**src/rtl/sum_hex_display.sv**
```systemverilog
// Binary-to-BCD (double-dabble, one bit per clock) conversion feeding four active-low 7-segment digits.
// Optional macro LEADING_ZERO_BLANK_EN blanks leading zeros on HEX3..HEX1.
module sum_hex_display #(
  parameter int WIDTH = 10
) (
  input  logic             CLOCK_50,
  input  logic             Reset,
  input  logic [WIDTH-1:0] data,
  input  logic             start,
  output logic             busy,
  output logic             done,
  output logic [6:0]       HEX0,
  output logic [6:0]       HEX1,
  output logic [6:0]       HEX2,
  output logic [6:0]       HEX3
);

  localparam int CW = $clog2(WIDTH + 1);

  typedef enum logic [1:0] {IDLE, CONV, LOAD} state_t;

`ifdef LEADING_ZERO_BLANK_EN
  localparam logic [3:0][6:0] RESET_DISP = {7'h7F, 7'h7F, 7'h7F, 7'h40};
`else
  localparam logic [3:0][6:0] RESET_DISP = {7'h40, 7'h40, 7'h40, 7'h40};
`endif

  state_t           state_q, state_d;
  logic [WIDTH-1:0] shift_q, shift_d;
  logic [15:0]      bcd_q, bcd_d, bcd_adj;
  logic [CW-1:0]    cnt_q, cnt_d;
  logic             busy_q, busy_d;
  logic             done_q, done_d;
  logic [3:0][6:0]  hex_q, hex_d;
  logic [3:0]       blank;

  function automatic logic [6:0] seg7(input logic [3:0] digit);
    case (digit)
      4'd0:    seg7 = 7'h40;
      4'd1:    seg7 = 7'h79;
      4'd2:    seg7 = 7'h24;
      4'd3:    seg7 = 7'h30;
      4'd4:    seg7 = 7'h19;
      4'd5:    seg7 = 7'h12;
      4'd6:    seg7 = 7'h02;
      4'd7:    seg7 = 7'h78;
      4'd8:    seg7 = 7'h00;
      4'd9:    seg7 = 7'h10;
      default: seg7 = 7'h7F;
    endcase
  endfunction

  // Add-3 correction applied to every nibble before the shift.
  always_comb begin
    for (int i = 0; i < 4; i++) begin
      bcd_adj[4*i +: 4] = (bcd_q[4*i +: 4] >= 4'd5) ? bcd_q[4*i +: 4] + 4'd3 : bcd_q[4*i +: 4];
    end
  end

  // A zero digit is blanked only if all more-significant digits are zero too.
  always_comb begin
    blank = '0;
`ifdef LEADING_ZERO_BLANK_EN
    blank[3] = (bcd_q[15:12] == 4'd0);
    blank[2] = blank[3] && (bcd_q[11:8] == 4'd0);
    blank[1] = blank[2] && (bcd_q[7:4] == 4'd0);
`endif
  end

  always_comb begin
    // NOTE: every signal gets a default first so no path can leave it unassigned and infer a latch.
    state_d = state_q;
    shift_d = shift_q;
    bcd_d   = bcd_q;
    cnt_d   = cnt_q;
    busy_d  = busy_q;
    done_d  = 1'b0;
    hex_d   = hex_q;
    case (state_q)
      IDLE: begin
        if (start) begin
          state_d = CONV;
          shift_d = data;
          bcd_d   = '0;
          cnt_d   = CW'(WIDTH);
          busy_d  = 1'b1;
        end
      end
      CONV: begin
        bcd_d   = {bcd_adj[14:0], shift_q[WIDTH-1]};
        shift_d = shift_q << 1;
        cnt_d   = cnt_q - CW'(1);
        if (cnt_q <= CW'(1)) state_d = LOAD;
      end
      LOAD: begin
        for (int i = 0; i < 4; i++) begin
          hex_d[i] = blank[i] ? 7'h7F : seg7(bcd_q[4*i +: 4]);
        end
        done_d  = 1'b1;
        busy_d  = 1'b0;
        state_d = IDLE;
      end
      default: state_d = IDLE;
    endcase
  end

  // NOTE: sequential state uses non-blocking assignments so all flops update from the same pre-edge values.
  always_ff @(posedge CLOCK_50 or posedge Reset) begin
    if (Reset) begin
      state_q <= IDLE;
      shift_q <= '0;
      bcd_q   <= '0;
      cnt_q   <= '0;
      busy_q  <= 1'b0;
      done_q  <= 1'b0;
      hex_q   <= RESET_DISP;
    end else begin
      state_q <= state_d;
      shift_q <= shift_d;
      bcd_q   <= bcd_d;
      cnt_q   <= cnt_d;
      busy_q  <= busy_d;
      done_q  <= done_d;
      hex_q   <= hex_d;
    end
  end

  assign busy = busy_q;
  assign done = done_q;
  assign HEX0 = hex_q[0];
  assign HEX1 = hex_q[1];
  assign HEX2 = hex_q[2];
  assign HEX3 = hex_q[3];

endmodule

```
**config.mk**
```make
export PLATFORM = sky130hd
export DESIGN_NAME = sum_hex_display
export DESIGN_NICKNAME = d
export VERILOG_FILES = /design/src/rtl/sum_hex_display.sv
export SDC_FILE = /design/constraint.sdc
export NUM_CORES = 1
export LEC_CHECK = 0
export BUFFER_PORTS_ARGS = -buffer_cell sky130_fd_sc_hd__buf_2
export CAP_MARGIN = 10
export CORE_ASPECT_RATIO = 0.7
export CORE_MARGIN = 1.5
export CORE_UTILIZATION = 45
export CTS_CLUSTER_SIZE = 30
export DETAILED_ROUTE_END_ITERATION = 8
export GPL_TIMING_DRIVEN = 0
export PLACE_DENSITY = 0.68
export SETUP_SLACK_MARGIN = 0.4
export SKIP_LAST_GASP = 1
export SYNTH_ARGS = -nofsm -noshare
export SYNTH_HDL_FRONTEND = slang
export SYNTH_SLANG_ARGS = --single-unit
```
**constraint.sdc**
```tcl
create_clock -name CLOCK_50 -period 1.6 [get_ports CLOCK_50]
set_input_delay 0.08 -clock CLOCK_50 [delete_from_list [all_inputs] [get_ports CLOCK_50]]
set_output_delay 0.08 -clock CLOCK_50 [all_outputs]
set_load 0.005 [all_outputs]
```
# Word-level counts from Yosys, hierarchy flattened
# Memory sizes are Yosys's and may differ from the RTL's. A register that Yosys moved wholly into a read port is not among the register bits.
# Cells that the tools add are included.
# W data, S select, Z words.
# word_totals
reg_bits	34
rom_bits	448
output_inout_bits	30
mem_count	4
elab_cells	46
input_bits	13
# op_classes
muxes	16
n_addsub	5
n_reduce_logical	6
eq_ne	4
magnitude_cmp	5
# mem_list
memory	depth	word_bits	rd	rd_ports_with_merged_regs	write_ports	line	text
(no name shown)	16	7	1	1	0	38	case (digit)
(no name shown)	16	7	1	1	0	38	
(no name shown)	16	7	1	1	0	38	
(no name shown)	16	7	1	1	0	38	
# ops
cell	n
$pmux W16 S2	1
$pmux W10 S2	1
$ge A4 B3 Y1 const B	4
$mux W16	1
$mux W4	4
$add A4 B2 Y4 const B	3
$mux W10	1
$pmux W4 S2	1
$reduce_and A2 Y1	3
$le A4 B1 Y1 const B	1
$mux W2	2
$ne A2 B2 Y1 const B	2
$pmux W2 S2	1
$reduce_bool A2 Y1	2
$sub A4 B1 Y4 const B	1
$add A3 B2 Y3 const B	1
$mux W3	1
$eq A2 B1 Y1 const B	1
$eq A2 B2 Y1 const B	1
$logic_not A2 Y1	1
$mux W1	2
$pmux W1 S2	1

# Logic depth before layout (Yosys ltp)
# Gate-level depths: netlist of the first run.
# depth
ltp_word	3
depth_mapped	6
depth_no_buf	6

# Worst setup path before layout of the first run
# Ideal clock, no wire load.
# synth_path
path_type	flip-flop to flip-flop
start	reg bcd_q[1]
end	reg bcd_q[2]
setup_slack_ps	-15
period_less_slack_ps	1615
path_stages_with_launch	7
arrival_time_ps	1533
setup_ps	83
path_buffers	0
required_time_ps	1517
path_cell_list	dfrtp_1 > inv_1 > ha_1 > nand2b_1 > a21oi_1 > mux2_2 > o21ai_0
# synth_between
elab_chain_cells	3
elab_cells_between_ends	4
classes_between	1 x add/sub; 1 x order compare; 2 x mux
# synth_lines
item	line	text
start, declared	30	logic [15:0] bcd_q, bcd_d, bcd_adj;
start signal, assigned	112	bcd_q <= '0;
start signal, assigned	120	bcd_q <= bcd_d;
$add A4 B2 Y4 / $ge A4 B3 Y1 (equally long branches)	56	bcd_adj[4*i +: 4] = (bcd_q[4*i +: 4] >= 4'd5) ? bcd_q[4*i +: 4] + 4'd3 : bcd_q[4*i +: 4];
$mux W4 *	56	
$pmux W16 S2 *	79	case (state_q)
# Mark *: on every way between the ends. The rest lies on a longest branch, timed or not.
# A chain may end at the register's enable or synchronous reset.

# Worst setup path after layout of the first run
# layout_path
start	reg bcd_q[0]
end	reg bcd_q[3]
# Same word-level chain as after synthesis.

==> impl_results.md, run 1 <==
- Status: completed
- Kind of cell with the highest combined delay on the critical path: flip-flops
- #FFs+latches synth: 62
- Fraction of layout cells with a size suffix above 1: 0.591
- WHS Path Cells: 3
- # fillers: 427
- Crit end category: register
- Vias per cell: roughly 5.6
- Design area: between 0.005 and 0.006 sq mm
- Setup repair after global routing missed its margin: true
- Routed vias: around 3200
- TritonCTS Sinks: 62
- First DRT Iteration DRCs: 169
- Yosys top cell by area: dfrtp_1
- Share of the synthesized area in the top cell type: 0.437
- CTS tree: done
- Post-synthesis cell type count: 38
- Dpl cells: between 400 and 500
- Synth cell count leaders: 69 x nand2_1, 58 x dfrtp_1, 30 x o21ai_0
- Rel. slew slack: 0.584
- Syn Inst Count: 360
- Drt total wl: between 10000 and 15000 microns
- Core Util, Final: 0.799
- Final setup violation count: 0
- Layout area overhead: 67.0%
- H-tree depth: 3
- Max_cap viols: 0
- VDD IR-drop max: 0.999 mV
- Post-synthesis sequential area ratio: 0.469
- Initial antenna violation count: 0
- WS Path Type: reg2reg
- Pins over their slew limit: 0
- Asr flop ratio synth: 1.00
- Pwr Total: 12.7 mW
- WL/cell: 19.0 microns
- IO Port Bufs: 42
- CP max stage cell: dfrtp_2
- Min Clock Period, post-route: 1.48 ns
- WP buf/inv: 1
- Die ar.: 0.00791 sq mm
- Detailed Routing Iterations Pass 1: 4
- Initial Util: 0.478
- Final TNS setup: 0 ns
- Worst-path clk slew: 0.07 ns
- Largest net degree at the start of global routing: 38
- Grt ovf: 0
- Overall routing resource usage: 0.259
- Syn nets: between 300 and 400
- Mapped Area: 0.00332 sq mm
- Clock Skew: 0.0103 ns
- DRT antenna net count: 0
- CP max FO: 4
- Placed Area: a little under 0.004 sq mm
- Post-layout nets: 520
- Critical Path Stages: 6
- Pwr/cell area: 2280 mW/mm^2
- Worst path arrival time: 1.70 ns
- Slew @ Worst Pin: 0.623 ns
- Worst Path Required: about 1.8 ns
- Final Hold Viols: 0
- Max stage delay on crit path: 0.46 ns
- Gpl congestion: 0.839
- Fin cells: between 500 and 600
- First-pass GRT wire length: 15600 microns
- Ranking of synthesized cells by area: dfrtp_1 44%, ha_1 8.7%, nand2_1 7.8%
- Post-route clock period utilization: 0.923
- Worst Reg2Reg Path Length in Cells: 6
- Most numerous cell in the Yosys netlist: nand2_1
- Syn_area_per_cell: 9.23 sq um
- Root buffer cell: clkbuf_8
- Vias in the first global route: 3081
- Lkg Pwr: 2.49 nW
- Die Y: 74.9 microns
- # DRC: 0
- HP Class: in2reg
- Core area: 0.00694 sq mm
- FP Rows: 25
- Clock latency on the worst-skew pair: about 0.35 ns
- Synth Flop Type: dfrtp_1
- Fmax: between 600 and 700 MHz
- Crit path cell chain: inv_2, ha_4, ha_4, o21bai_4, a22oi_2, o21ai_1
- TritonCTS Buffers: 9
- CP dominant cell by count: ha_4
- Ys Warns: 0
- Crit path launch type: register
- N_diodes: 0
- Clock Tree Buf Depth: 2
- HPWL after DPL: between 5000 and 6000 microns
- Die Width: 106 microns
- Post-synth EDFFs: 0
- I/O pin count: 43
## registers in the layout, summed over array words and instances (netlist names)
register  cells
cnt_q         4
state_q       2
HEX3          7
HEX2          7
done          1
HEX1          7
bcd_q        16
busy          1
HEX0          7
shift_q      10
## metal layers
metal | track usage | up-vias | routed length [microns]
met5 | 0 | - | 0
met4 | 0.0931 | 0 | 201
met3 | 0.0502 | 24 | 572
met2 | 0.437 | 96 | 5430
met1 | 0.341 | 1612 | 4850
li1 | - | 1505 | -
## power breakdown
| part | leakage [nW] | internal [mW] | total, mW | switching, mW |
|---|---|---|---|---|
| Sequential | 0.762 | 2.31 | 2.94 | 0.636 |
| Clock | 0.116 | 0.958 | 1.59 | 0.635 |
| Combinational | 1.61 | 3.98 | 8.14 | 4.16 |
## final cells by class
| class | count | area, sq um | area share |
|---|---|---|---|
| multi-input combinational | 257 | 2380 | 0.430 |
| sequential | 62 | 1570 | 0.283 |
| timing repair buffer | 113 | 923 | 0.166 |
| buffer | 20 | 223 | 0.0401 |
| clock buffer | 12 | 155 | 0.0280 |
| tap | 94 | 118 | 0.0212 |
| inverter | 21 | 104 | 0.0187 |
| clock inverter | 4 | 70.1 | 0.0126 |
## kinds of logic after synthesis
kind of cell,after synthesis,share of synthesized area
multiplexers,5,0.0166
flip-flops,62,0.469
adder cells (fa/ha/maj),23,0.0866
XOR/XNOR,6,0.0158
AND/OR/NAND/NOR,116,0.156
buffers and inverters,41,0.0561
AO/OA/AOI/OAI,107,0.200
## what timing repair did
item                       CTS  global route
setup buffers               41            14
setup endpoints to repair   56            59
cloned                       3             1
hold endpoints to repair    35             0
gates resized for setup    104           128
pin swaps                   37            32
hold buffers                11             0
## cell usage in the layout (no fill, tap or decap), types with 3 or more instances in the layout
master         synthesis  routed
a21oi_1               27      13
dfstp_2                4       4
inv_4                  0       3
o21ai_2                0       8
mux2_4                 0       3
o31ai_2                0      12
nor2_4                 1       3
o21ai_0               30       6
nor2_1                17      15
buf_2                 11      43
xnor2_1                6       5
a21oi_4                0       4
inv_2                  1       8
buf_6                  0      34
buf_4                  5      35
nand2_4                0      14
o21ai_1                0      16
buf_12                 0       3
dfrtp_2                0      11
dfrtp_1               58      47
ha_2                   0       4
inv_1                 20       6
a21oi_2                0      10
dlygate4sd3_1          0      11
clkbuf_8               0      13
o31ai_4                0       7
a31oi_1                3       3
nand2b_1              11       3
nand2_2                0      16
ha_1                  23       8
nand2_1               69      38
a22oi_1               10       8
nand2b_4               0       8
ha_4                   0      11
## final timing paths
kind / startpoint / to / slack (ns)
setup / recovery: bcd_q[0] / bcd_q[3] / 0.12
hold / removal: start / busy / 0.05
setup reg to reg: bcd_q[0] / bcd_q[3] / 0.12
hold reg to reg: HEX3[6] / HEX3[6] / 0.46
max in group asynchronous: Reset / HEX2[6] / 0.60
min in group asynchronous: Reset / HEX1[0] / 0.36
## worst reg2reg max path: cells and delay by family, from the launching register on
kind / cells / cell delay (ns)
flops: 1 / 0.46
compound gates: 3 / 0.41
fa+ha+maj: 2 / 0.38
buf+inv: 1 / 0.11
## per-stage QoR
stage | hold WS, ns | worst slack, ns
final | 0.0499 | 0.123
after global routing | 0.0679 | 0.0866
after CTS | 0.0329 | 0.155
after detailed placement | 0.185 | -0.0428
after global placement | 0.297 | 0.00330
after floorplan | 0.197 | 0.131
Power figures use the tool's default switching activity.
==> run 2: changes to the inputs <==
CTS_BUF_LIST = sky130_fd_sc_hd__clkbuf_4   (was unset)
==> run 2 against run 1 <==
Effect of this change:
- register-to-register slack about the same
- non-clock buffer count increased by 1
- maximum frequency decreased by 0.91%
- core utilization decreased by 0.16 points
- hold slack improved by 0.23 ns
- die area unchanged
- count of clock-buffer cells in the layout decreased by 2
- clock skew increased by 0.0088 ns
- critical path depth unchanged
- largest cell class unchanged
- largest power group unchanged
==> impl_results.md, run 2 (synthesis gave the netlist of run 1 again) <==
- Top Registers: bcd_q x16, shift_q x10 (unchanged)
- Worst path arrival time: 1.79 ns (was 1.70 ns)
- Die Width: 106 microns (unchanged)
- TritonCTS Sinks: 62 (unchanged)
- Die Y: 74.9 microns (unchanged)
- FP Rows: 25 (unchanged)
- Sequential power share: 0.238 (was 0.232)
- CTS tree: done (unchanged)
- FF-to-FF End: bcd_q[9] (was bcd_q[3])
- Switching portion of total power: 0.435 (was 0.429)
- TritonCTS Buffers: 9 (unchanged)
- Fin cells: 584 (was 583)
- Final Hold Viols: 0 (unchanged)
- Initial Util: 0.478 (unchanged)
- WL/cell: 18.3 microns (was 19.0 microns)
- Crit path launch type: register (unchanged)
- CP max FO: 4 (unchanged)
- Clock Tree Buf Depth: 2 (unchanged)
- Setup repair after global routing missed its margin: true (unchanged)
- Reg with most FFs: bcd_q (unchanged)
- Post-layout nets: 521 (was 520)
- Largest net degree at the start of global routing: 38 (unchanged)
- IO Port Bufs: 42 (unchanged)
- Vias per cell: 5.55 (about the same)
- DRT antenna net count: 0 (unchanged)
- Grt ovf: 0 (unchanged)
- Post-route clock period utilization: 0.931 (was 0.923)
- Routed vias: 3239 (was 3237)
- P_sw: 5.31 mW (was 5.43 mW)
- Core area: 0.00694 sq mm (unchanged)
- Worst Path Required: 1.90 ns (was 1.83 ns)
- # DRC: 0 (unchanged)
- HPWL after DPL: 5620 microns (unchanged)
- Initial antenna violation count: 0 (unchanged)
- First DRT Iteration DRCs: 159 (was 169)
- Root buffer cell: clkbuf_4 (was clkbuf_8)
- Register-to-register setup slack: 0.11 ns (was 0.12 ns)
- Slew @ Worst Pin: 0.610 ns (was 0.623 ns)
- Clock latency on the worst-skew pair: 0.41 ns (was 0.35 ns)
- Worst Reg2Reg Path Length in Cells: 6 (unchanged)
- Status: completed (unchanged)
- Place WS: -0.0428 ns (unchanged)
- Max_cap viols: 0 (unchanged)
- # fillers: 422 (was 427)
- Crit end category: register (unchanged)
- Worst Setup SP: bcd_q[8] (was bcd_q[0])
- I/O pin count: 43 (unchanged)
- Final setup violation count: 0 (unchanged)
- Combinational power share: 0.663 (was 0.642)
- Max reg flops: 16 (unchanged)
- Dpl cells: 497 (unchanged)
- Gpl congestion: 0.839 (unchanged)
- HP Class: in2async (was in2reg)
- WS Path Type: reg2reg (unchanged)
- Rel. slew slack: 0.592 (was 0.584)
- Commonest non-fill, non-tap cells in the layout: 47 x dfrtp_1, 42 x buf_2, 41 x nand2_1 (was 47 x dfrtp_1, 43 x buf_2, 38 x nand2_1)
- Die ar.: 0.00791 sq mm (unchanged)
- Vias in the first global route: 3143 (was 3081)
- Critical Path End: bcd_q[9] (was bcd_q[3])
- Pint: 6.91 mW (was 7.24 mW)
- Detailed Routing Iterations Pass 1: 5 (was 4)
- VDD IR-drop max: 0.944 mV (was 0.999 mV)
- Lkg Pwr: 2.45 nW (was 2.49 nW)
- H-tree depth: 3 (unchanged)
- Commonest non-fill, non-tap cell in the layout: dfrtp_1 (unchanged)
- Worst reg2reg path startpoint: bcd_q[8] (was bcd_q[0])
- Fraction of layout cells with a size suffix above 1: 0.592 (was 0.591)
- Setup ws final: 0.110 ns (was 0.123 ns)
- Overall routing resource usage: 0.259 (about the same)
- Clk pwr share: 0.099 (was 0.126)
- Pwr/cell area: 2210 mW/mm^2 (was 2280 mW/mm^2)
- Drt total wl: 10700 microns (was 11100 microns)
- Clock Skew: 0.0192 ns (was 0.0103 ns)
- Final TNS setup: 0 ns (unchanged)
- Min Clock Period, post-route: 1.49 ns (was 1.48 ns)
- First-pass GRT wire length: 15800 microns (was 15600 microns)
- N_diodes: 0 (unchanged)
- Worst-path clk slew: 0.11 ns (was 0.07 ns)
- Layout area overhead: 66.7% (was 67.0%)
- Fmax: 671 MHz (was 677 MHz)
- Pins over their slew limit: 0 (unchanged)
run 2: cell count changes in the layout (fill, tap and decap cells not counted), moves of 3 or more:
cell	change
clkbuf_8	-12
nand2_4	-6
o31ai_2	-4
ha_1	-3
ha_4	+3
nand2_2	+3
clkbuf_4	+12
nand2_1	+3
o31ai_1	+3
o21ai_2	+3
run 2: power groups by stage:
stage               sequential [mW]  clock (mW)  combinational [mW]
global route                   3.00        1.31                8.65
detailed placement             2.88           0                4.56
global placement               2.84           0                4.45
CTS                            2.79        1.23                6.37
finish                         2.91        1.21                8.10
floorplan                      2.79           0                3.38
run 2: worst max-delay path: stages, from the launching register on:
cell and delay [ns]:
dfrtp_2 0.49, inv_4 0.10, ha_4 0.18, nand2b_4 0.08
a21oi_4 0.25, xnor2_1 0.19, o21ai_2 0.09
run 2: final cells by class:
| class | instances | area [sq um] | area share |
|---|---|---|---|
| multi-input cells | 257 | 2400 | 0.434 |
| flip-flops and latches | 62 | 1570 | 0.284 |
| repair buffers | 114 | 956 | 0.173 |
| plain buffers | 20 | 228 | 0.0411 |
| well taps | 94 | 118 | 0.0212 |
| inverters | 21 | 111 | 0.0201 |
| clock inverters | 6 | 77.6 | 0.0140 |
| clock buffers | 10 | 75.1 | 0.0136 |
run 2: what timing repair did:
action,in CTS,in global routing
endpoints found under the setup margin,56,59
hold buffers,12,0
gates cloned,4,0
endpoints found under the hold margin,36,0
buffers inserted,41,14
pin swaps,38,35
resized for setup,114,127
run 2: layer usage:
layer / part of all wire / up-vias / global-route usage / wire length (microns)
li1: - / 1510 / - / -
met1: 0.42 / 1601 / 0.342 / 4490
met2: 0.49 / 110 / 0.434 / 5220
met3: 0.072 / 18 / 0.0641 / 772
met4: 0.020 / 0 / 0.0706 / 214
met5: 0 / - / 0 / 0
run 2: stage by stage:
step	hold slack (ns)	total power, mW	cell area [sq um]	util
2_1_floorplan	0.197	6.17	3520	-
3_3_place_gp	0.297	7.29	3840	0.554
3_5_place_dp	0.185	7.44	3860	0.556
4_1_cts	0.275	10.4	4910	0.707
5_1_grt	0.324	13.0	5540	0.797
6_report	0.276	12.2	5540	0.797
run 2: worst min-delay path by stage:
stage / startpoint / cells past startpoint / endpoint
floorplan: Reset / 1 / HEX0[0]
global placement: data[7] / 3 / shift_q[7]
detailed placement: Reset / 2 / HEX1[0]
CTS: Reset / 3 / HEX1[0]
global route: Reset / 3 / HEX1[0]
finish: Reset / 3 / shift_q[9]
==> run 3: changes to the inputs <==
CORE_ASPECT_RATIO = 2   (was 0.7)
PLACE_DENSITY = 0.7   (was 0.68)
==> run 3 against run 2 <==
Effect of this change:
- final cell count fell by 0.17%
- sequential cell count stayed put
- sequential share of layout area grew 0.62 points
- worst setup slack lost 0.044 ns
- sequential power up 1%
- critical path type unchanged
==> impl_results.md, run 3 (synthesis gave the netlist of run 1 again) <==
- Status: completed (unchanged)
- Worst Reg2Reg Path Length in Cells: 7 (was 6)
- Crit path cell chain: inv_2, ha_4, buf_6, nand2b_4, a21oi_4, xnor2_1, o21ai_1 (was inv_4, ha_4, nand2b_4, a21oi_4, xnor2_1, o21ai_2)
- Commonest non-fill, non-tap cells in the layout: 49 x nand2_1, 45 x dfrtp_1, 44 x buf_2 (was 47 x dfrtp_1, 42 x buf_2, 41 x nand2_1)
- TritonCTS Sinks: 62 (unchanged)
- Min Clock Period, post-route: 1.53 ns (was 1.49 ns)
- Setup repair after global routing missed its margin: true (unchanged)
- Final setup violation count: 0 (unchanged)
- Largest net degree at the start of global routing: 34 (was 38)
- VDD IR-drop max: 1.52 mV (was 0.944 mV)
- Crit end category: register (unchanged)
- Final Hold Viols: 0 (unchanged)
- Vias in the first global route: 3282 (was 3143)
- Pwr/cell area: 2320 mW/mm^2 (was 2210 mW/mm^2)
- Placed Area: 0.00386 sq mm (about the same)
- HPWL after DPL: 5620 microns (about the same)
- Clock Tree Buf Depth: 2 (unchanged)
- FP Rows: 44 (was 25)
- Rel. slew slack: 0.529 (was 0.592)
- # DRC: 0 (unchanged)
- CP max stage cell: dfrtp_2 (unchanged)
- Initial Util: 0.461 (was 0.478)
- WS Path Type: reg2reg (unchanged)
- Routed vias: 3308 (was 3239)
- Fmax: 652 MHz (was 671 MHz)
- Gpl congestion: 0.879 (was 0.839)
- # fillers: 436 (was 422)
- Pins over their slew limit: 0 (unchanged)
- Initial antenna violation count: 0 (unchanged)
- Drt total wl: 11700 microns (was 10700 microns)
- Worst path arrival time: 1.85 ns (was 1.79 ns)
- Fraction of layout cells with a size suffix above 1: 0.578 (was 0.592)
- Clock Skew: 0.0227 ns (was 0.0192 ns)
- WL/cell: 20.0 microns (was 18.3 microns)
- First-pass GRT wire length: 15300 microns (was 15800 microns)
- Max reg flops: 16 (unchanged)
- I/O pin count: 43 (unchanged)
- Die ar.: 0.00794 sq mm (was 0.00791 sq mm)
- Slew @ Worst Pin: 0.706 ns (was 0.610 ns)
- Design area: 0.00543 sq mm (was 0.00554 sq mm)
- Crit path launch type: register (unchanged)
- Root buffer cell: clkbuf_4 (unchanged)
- Vias per cell: 5.67 (was 5.55)
- Layout area overhead: 63.4% (was 66.7%)
- CP max FO: 4 (unchanged)
- Lkg Pwr: 2.43 nW (was 2.45 nW)
- Post-layout nets: 522 (was 521)
- First DRT Iteration DRCs: 181 (was 159)
- Max stage delay on crit path: 0.48 ns (was 0.49 ns)
- Post-route clock period utilization: 0.959 (was 0.931)
- Register-to-register setup slack: 0.07 ns (was 0.11 ns)
- Hold Slack: 0.292 ns (was 0.276 ns)
- Detailed Routing Iterations Pass 1: 4 (was 5)
- Grt ovf: 0 (unchanged)
- Max_cap viols: 0 (unchanged)
- HP Class: in2async (unchanged)
- TritonCTS Buffers: 9 (unchanged)
- Setup ws final: 0.0658 ns (was 0.110 ns)
- DRT antenna net count: 0 (unchanged)
- Commonest non-fill, non-tap cell in the layout: nand2_1 (was dfrtp_1)
- H-tree depth: 3 (unchanged)
- Overall routing resource usage: 0.250 (was 0.259)
- Die Width: 63.8 microns (was 106 microns)
- Top Registers: bcd_q x16, shift_q x10 (unchanged)
- Die Y: 125 microns (was 74.9 microns)
- IO Port Bufs: 42 (unchanged)
- Place WS: -0.0409 ns (was -0.0428 ns)
- Core area: 0.00721 sq mm (was 0.00694 sq mm)
- CTS tree: done (unchanged)
- N_diodes: 0 (unchanged)
- Clock latency on the worst-skew pair: 0.43 ns (was 0.41 ns)
- Worst-path clk slew: 0.12 ns (was 0.11 ns)
- Reg with most FFs: bcd_q (unchanged)
- Worst Path Required: 1.92 ns (was 1.90 ns)
-- run 3: cell type report --
type | instances | area, sq um | area share
multi-input cells | 257 | 2290 | 0.423
flip-flops and latches | 62 | 1570 | 0.290
repair buffers | 115 | 955 | 0.176
plain buffers | 20 | 206 | 0.0380
well taps | 92 | 115 | 0.0212
inverters | 21 | 101 | 0.0187
clock inverters | 5 | 98.8 | 0.0182
clock buffers | 11 | 82.6 | 0.0152
-- run 3: worst paths after layout --
check | from | end
setup / recovery | bcd_q[12] | bcd_q[13]
hold / removal | Reset | HEX3[0]
setup reg to reg | bcd_q[12] | bcd_q[13]
hold reg to reg | HEX3[5] | HEX3[5]
max in group asynchronous | Reset | HEX1[6]
min in group CLOCK_50 | data[5] | shift_q[5]
-- run 3: metrics by stage --
stage / setup TNS, ns / total power [mW] / util / std cells
floorplan: 0 / 6.17 / - / 360
global placement: 0 / 7.27 / 0.533 / 494
detailed placement: -0.0687 / 7.47 / 0.535 / 495
CTS: 0 / 10.5 / 0.671 / 563
global route: 0 / 13.2 / 0.752 / 583
finish: 0 / 12.6 / 0.752 / 583
-- run 3: worst max-delay path, delay by kind of cell (launching register included) --
| kind | cells | cell delay (ns) |
|---|---|---|
| and+or+nand+nor | 1 | 0.07 |
| adders and majority gates | 1 | 0.16 |
| AOI/OAI and AO/OA | 2 | 0.29 |
| DFF | 1 | 0.48 |
| buffers and inverters | 2 | 0.23 |
| xor gates and xnor gates | 1 | 0.18 |
-- run 3: power breakdown --
group	total [mW]	internal, mW	switching [mW]
registers	2.95	2.30	0.643
clock network	1.44	0.819	0.622
logic	8.20	4.08	4.12
total	12.6	7.20	5.38
-- run 3: routing by layer --
metal / track usage / up-vias / wire [microns]
li1: - / 1503 / -
met1: 0.254 / 1613 / 3870
met2: 0.460 / 134 / 6480
met3: 0.0352 / 58 / 459
met4: 0.155 / 0 / 854
met5: 0 / - / 0
-- run 3: repair_timing --
| item | 4_1_cts | 5_1_grt |
|---|---|---|
| endpoints found under the hold margin | 39 | 0 |
| gates cloned | 3 | 3 |
| endpoints found under the setup margin | 54 | 61 |
| resized for setup | 102 | 107 |
| setup buffers | 37 | 17 |
| pin swaps | 33 | 55 |
| hold buffers | 12 | 0 |
